File: config.mk
export PLATFORM = sky130hd
export DESIGN_NAME = lab2_proc_mem_port_arbiter
export DESIGN_NICKNAME = d
export VERILOG_FILES = /design/src/rtl/lab2_proc_mem_port_arbiter_pkg.sv /design/src/rtl/lab2_proc_tag_alloc.sv /design/src/rtl/lab2_proc_mem_port_arbiter.sv
export SDC_FILE = /design/constraint.sdc
export NUM_CORES = 1
export LEC_CHECK = 0
export BUFFER_PORTS_ARGS = -buffer_cell sky130_fd_sc_hd__buf_2
export CAP_MARGIN = 15
export CORE_AREA = 2 2 149 151
export CTS_BUF_LIST = sky130_fd_sc_hd__clkbuf_16
export CTS_CLUSTER_SIZE = 24
export DETAILED_ROUTE_END_ITERATION = 12
export DIE_AREA = 0 0 151 153
export GPL_TIMING_DRIVEN = 0
export PLACE_DENSITY_LB_ADDON = 0.25
export RECOVER_POWER = 100
export SETUP_SLACK_MARGIN = 0.15
export SLEW_MARGIN = 20
export SYNTH_ARGS = -nofsm -noshare
export SYNTH_HDL_FRONTEND = slang
export SYNTH_SLANG_ARGS = --single-unit
File: constraint.sdc
create_clock -name clk -period 6.9 [get_ports clk]
set_input_delay 0.345 -clock clk [delete_from_list [all_inputs] [get_ports clk]]
set_output_delay 0.345 -clock clk [all_outputs]
set_load 0.01 [all_outputs]
File: src/rtl/lab2_proc_mem_port_arbiter_pkg.sv
// Shared memory message types and port ids for the proc/mem port arbiter.
// Request/response layouts follow the 4-byte memory message format.
package lab2_proc_mem_port_arbiter_pkg;

    typedef struct packed {
        logic [2:0]  msg_type;
        logic [7:0]  opaque;
        logic [31:0] addr;
        logic [1:0]  len;
        logic [31:0] data;
    } mem_req_4B_t;

    typedef struct packed {
        logic [2:0]  msg_type;
        logic [7:0]  opaque;
        logic [1:0]  test;
        logic [1:0]  len;
        logic [31:0] data;
    } mem_resp_4B_t;

    localparam logic [2:0] MEM_READ  = 3'd0;
    localparam logic [2:0] MEM_WRITE = 3'd1;

    localparam logic DATA = 1'b0;
    localparam logic INST = 1'b1;

endpackage

File: src/rtl/lab2_proc_tag_alloc.sv
// Tag allocator: valid bitmask, lowest-free-tag encoder and outstanding count.
// Latency: free_tag/no_free combinational; alloc/free take effect at the next edge.
// Backpressure: none internally; caller must not alloc when no_free nor free an invalid tag.
module lab2_proc_tag_alloc #(
    parameter int p_num_tags  = 4,
    parameter int p_tag_nbits = $clog2(p_num_tags)
) (
    input  logic                   clk,
    input  logic                   reset,
    input  logic                   alloc_en,
    input  logic                   free_en,
    input  logic [p_tag_nbits-1:0] free_idx,
    output logic [p_num_tags-1:0]  valid,
    output logic [p_tag_nbits-1:0] free_tag,
    output logic                   no_free,
    output logic [p_tag_nbits:0]   count
);

    logic [p_num_tags-1:0] alloc_bit;
    logic [p_num_tags-1:0] free_bit;

    // Descending scan so the lowest invalid index wins.
    always_comb begin
        free_tag = '0;
        for (int i = p_num_tags - 1; i >= 0; i--) begin
            if (!valid[i]) free_tag = p_tag_nbits'(i);
        end
    end

    assign no_free   = &valid;
    assign alloc_bit = p_num_tags'(alloc_en) << free_tag;
    assign free_bit  = p_num_tags'(free_en) << free_idx;

    // A freed tag only becomes visible to the encoder after this edge.
    always_ff @(posedge clk or negedge reset) begin
        if (!reset) begin
            valid <= '0;
            count <= '0;
        end else begin
            valid <= (valid | alloc_bit) & ~free_bit;
            count <= count + {{p_tag_nbits{1'b0}}, alloc_en} - {{p_tag_nbits{1'b0}}, free_en};
        end
    end

endmodule

File: src/rtl/lab2_proc_mem_port_arbiter.sv
// Shares one memory port between dmem (port 0) and imem (port 1) with tagged, reorderable responses.
// Latency: zero-cycle combinational request and response paths; tag state updates at the edge.
// Backpressure: requests stall when all tags are in use or memory is not ready; stray responses are sunk.
// Optional perf counters when LAB2_PROC_MEM_ARB_PERF_EN is defined.
module lab2_proc_mem_port_arbiter
    import lab2_proc_mem_port_arbiter_pkg::*;
#(
    parameter int p_num_tags  = 4,
    parameter int p_tag_nbits = $clog2(p_num_tags)
) (
    input  logic                 clk,
    input  logic                 reset,
    input  mem_req_4B_t          req0_msg,
    input  logic                 req0_val,
    output logic                 req0_rdy,
    output mem_resp_4B_t         resp0_msg,
    output logic                 resp0_val,
    input  logic                 resp0_rdy,
    input  mem_req_4B_t          req1_msg,
    input  logic                 req1_val,
    output logic                 req1_rdy,
    output mem_resp_4B_t         resp1_msg,
    output logic                 resp1_val,
    input  logic                 resp1_rdy,
    output mem_req_4B_t          memreq_msg,
    output logic                 memreq_val,
    input  logic                 memreq_rdy,
    input  mem_resp_4B_t         memresp_msg,
    input  logic                 memresp_val,
    output logic                 memresp_rdy,
    output logic [p_tag_nbits:0] num_outstanding
`ifdef LAB2_PROC_MEM_ARB_PERF_EN
    ,
    output logic [31:0]          perf_grant0,
    output logic [31:0]          perf_grant1,
    output logic [31:0]          perf_full_stall
`endif
);

    logic                   rr_ptr;
    logic                   grant;
    logic                   any_val;
    logic                   no_free;
    logic                   req_fire;
    logic                   resp_fire;
    logic                   resp_hit;
    logic                   resp_owner;
    logic [p_tag_nbits-1:0] free_tag;
    logic [p_tag_nbits-1:0] resp_tag;
    logic [p_num_tags-1:0]  tag_valid;
    logic [p_num_tags-1:0]  owner_q;
    logic [7:0]             opaque_q [p_num_tags];
    mem_req_4B_t            grant_msg;
    mem_resp_4B_t           resp_msg;

    lab2_proc_tag_alloc #(
        .p_num_tags  (p_num_tags),
        .p_tag_nbits (p_tag_nbits)
    ) u_tag_alloc (
        .clk      (clk),
        .reset    (reset),
        .alloc_en (req_fire),
        .free_en  (resp_fire),
        .free_idx (resp_tag),
        .valid    (tag_valid),
        .free_tag (free_tag),
        .no_free  (no_free),
        .count    (num_outstanding)
    );

    // Grant is stable while both requests are held, since rr_ptr only moves on a fire.
    assign any_val   = req0_val | req1_val;
    assign grant     = (req0_val & req1_val) ? rr_ptr : req1_val;
    assign grant_msg = grant ? req1_msg : req0_msg;

    always_comb begin
        memreq_msg        = grant_msg;
        memreq_msg.opaque = 8'(free_tag);
    end

    assign memreq_val = reset & any_val & ~no_free;
    assign req0_rdy   = reset & (grant == DATA) & memreq_rdy & ~no_free;
    assign req1_rdy   = reset & (grant == INST) & memreq_rdy & ~no_free;
    assign req_fire   = memreq_val & memreq_rdy;

    assign resp_tag   = memresp_msg.opaque[p_tag_nbits-1:0];
    assign resp_hit   = tag_valid[resp_tag];
    assign resp_owner = owner_q[resp_tag];

    always_comb begin
        resp_msg        = memresp_msg;
        resp_msg.opaque = opaque_q[resp_tag];
    end

    assign resp0_msg   = resp_msg;
    assign resp1_msg   = resp_msg;
    assign resp0_val   = memresp_val & resp_hit & (resp_owner == DATA);
    assign resp1_val   = memresp_val & resp_hit & (resp_owner == INST);
    assign memresp_rdy = reset & (resp_hit ? (resp_owner ? resp1_rdy : resp0_rdy) : 1'b1);
    assign resp_fire   = memresp_val & memresp_rdy & resp_hit;

    always_ff @(posedge clk or negedge reset) begin
        if (!reset) begin
            rr_ptr <= 1'b0;
        end else if (req_fire) begin
            rr_ptr <= ~grant;
        end
    end

    // Owner/opaque payload is only meaningful under a valid bit, so it needs no reset.
    always_ff @(posedge clk) begin
        if (req_fire) begin
            owner_q[free_tag]  <= grant;
            opaque_q[free_tag] <= grant_msg.opaque;
        end
    end

`ifdef LAB2_PROC_MEM_ARB_PERF_EN
    always_ff @(posedge clk or negedge reset) begin
        if (!reset) begin
            perf_grant0     <= '0;
            perf_grant1     <= '0;
            perf_full_stall <= '0;
        end else begin
            if (req_fire && grant == DATA) perf_grant0 <= perf_grant0 + 32'd1;
            if (req_fire && grant == INST) perf_grant1 <= perf_grant1 + 32'd1;
            if (any_val && no_free)        perf_full_stall <= perf_full_stall + 32'd1;
        end
    end
`endif

endmodule

==> flow_summary.yaml <==
floorplan:
  floorplan.initialDensity: 0.183
  coreArea_sq_um: 21500
  die_h_microns: 153
  dieArea_sq_um: 23100
  die_w_microns: 151
  io-pin-count: 389
  core.rowCount: 54
setup_path:
  slowest_stage: "o21ai_0"
  cp-end-kind: "output pin"
  timing.critical_path.from_type: "register"
  max_stage_delay_ns: 1.17
  path_cells: "o21ai_0 -> clkbuf_1 -> mux2_1 -> buf_4 -> clkbuf_1"
  critical_path_buf_inv_count: 3
  cp_top_family: "compound AO/OA/AOI/OAI gates"
  crit_top_cell: "clkbuf_1"
  path_class: "reg -> out"
  cp.arrival_ns: 3.16
  cp.required_ns: 6.55
  cp_max_fo: 10
detailed_routing:
  vias: 3471
  ant_nets: 0
  detail_route.wl_per_cell_microns: 12.5
  routed_via_density: 3.52
  drt_iter0_markers: 90
  drc: 0
  drt_wl_total_microns: 12300
  drt-pass1-iter-count: 4
timing:
  max_slew_margin: -0.0404
  fin_skew_ns: 0.00497
  setup_viol_count_final: 0
  final_max_slew_viol_count: 9
  fin_tns_setup_ns: 0
  finalCritPeriodShare: 0.508
  worst_slew_pin_slew_ns: 1.54
  rsz0062_at_grt: "no"
  finalHoldViolCount: 0
  period_needed_ns: 3.50
  fmax_mhz: 285
placement:
  hpwl_microns: 10700
  dp_cells: 974
  port_buffers: 337
  gp_congestion: 0.819
worst_hold_path:
  hold_path_class: "in -> reg"
synth:
  ys_seq_area_frac: 0.326
  netlist_top_cells_count: "buf_4 (161), mux2_1 (54), edfxtp_1 (36)"
  synth-edff-count: 36
  synth.cell_area_sq_um: 3930
  ys_types: 30
  synth_warnings: 0
  avgSynthCellArea_sq_um: 11.2
  ys_dominant_reg_cell: "edfxtp_1"
  synth_top_area_cell: "buf_4"
  syn-instance-count: 351
  ys_seq_elements: 44
  yosysTopAreaCellShare: 0.307
  synth_area_leaders: "buf_4 (31%), edfxtp_1 (27%), mux2_1 (15%)"
  yosysMostFrequentCell: "buf_4"
  synthArstFlopShare: 0.182
cts:
  cts_buffers: 5
  ctsHtreeMaxLevel: 2
  path_clk_slew_ns: 0.06
  post-cts-setup-buffer-count: 0
  clock_sinks: 44
  cts_tree: "done"
  cts_resized: 0
  clkLatencyLatePin_ns: 0.28
  cts_buffer_depth: 2
  clockRootBuffer: "clkbuf_16"
outcome:
  status: "finished with violations"
  violations: "max-capacitance violations, max-slew violations"
layout:
  nNetsFinal: 914
  area_delta_synth_final_pct: 51.5
  final_util: 0.277
  stdcell_count: 985
  drive_gt1_frac: 0.539
flow_run:
  drv_cap: 1
global_route:
  grt_first_pass_wirelength_microns: 17900
  grt.total_usage: 0.100
  antenna_found_initial: 2
  grt_pass1_vias: 3411
  grt_max_degree: 15
  grt_overflow_total: 0
pwr:
  p_leak_uw: 0.00273
  p_per_area_nw_per_um2: 198
  peakVddDrop_uv: 100
-- cell type report --
cell class                 count  area, sq um
multi-input combinational    132         1370
tap                          280          350
clock inverter                 3         42.5
antenna                        2         5.00
buffer                       171         1250
sequential                    44         1280
fill                        2412        15500
timing repair buffer         339         1500
clock buffer                   5          125
inverter                       9         33.8
-- registers in the layout, summed over array words and instances, names as in the netlist --
name and cells:
rr_ptr 1, owner_q 4, u_tag_alloc.valid 4, opaque_q 32, u_tag_alloc.count 3
-- what timing repair did --
item                                    CTS  global route
hold endpoints to repair                  8             0
hold buffers                              1             0
endpoints found under the setup margin    0             0
-- metrics by stage --
| stage | setup slack, ns | cell area (sq um) | power (uW) | hold WS [ns] |
|---|---|---|---|---|
| final | 3.40 | 5960 | 1180 | 0.437 |
| after global routing | 2.89 | 5960 | 1270 | 0.456 |
| after CTS | 3.84 | 6180 | 1230 | 0.436 |
| after detailed placement | 4.04 | 6000 | 969 | 0.205 |
| after global placement | 3.63 | 5990 | 968 | 0.209 |
| after floorplan | 4.50 | 3950 | 744 | 0.0494 |
-- report_power, final --
| part | internal [uW] | switching, uW | total [uW] |
|---|---|---|---|
| Sequential | 339 | 23.2 | 362 |
| Combinational | 287 | 271 | 558 |
| Clock | 170 | 88.9 | 259 |
-- cell families after synthesis --
family / Yosys count / share of synthesized area
flip-flops: 44 / 0.326
XOR/XNOR: 2 / 0.00446
other: 1 / 0.000954
multiplexers: 88 / 0.281
AND/OR/NAND/NOR: 20 / 0.0277
AO/OA/AOI/OAI: 13 / 0.0200
adder cells (fa/ha/maj): 3 / 0.0115
buffers and inverters: 180 / 0.328
-- cells in the final DEF (no fill, tap or decap), drive strengths merged, types with 3 or more instances in the layout --
cell type  synthesis  layout
clkbuf             1     182
nor3               3       3
conb               1       6
nand2              4       4
dfrtp              8       8
mux4              10      10
mux2              77      77
inv                9       9
nor2               7       7
buf              170     332
edfxtp            36      36
a21oi              3       3
a31oi              6       6
-- routing by layer --
metal / track usage / vias to the layer above / routed length [microns]
met3: 0.0236 / 10 / 1020
met4: 0.0245 / 0 / 197
met1: 0.109 / 1529 / 4630
li1: - / 1752 / -
met5: 0 / - / 0
met2: 0.192 / 180 / 6470
-- path summary, 6_finish.rpt --
path	start	to	slack, ns	cells past startpoint
hold reg to reg	rr_ptr	rr_ptr	0.51	1
min in group asynchronous	reset	u_tag_alloc.valid[0]	0.55	2
setup / recovery	rr_ptr	memreq_msg[74]	3.40	5
max in group asynchronous	reset	u_tag_alloc.count[2]	6.02	2
setup reg to reg	rr_ptr	opaque_q[3][7]	3.90	3
hold / removal	req1_msg[69]	opaque_q[0][3]	0.44	2
Power figures use the tool's default switching activity.
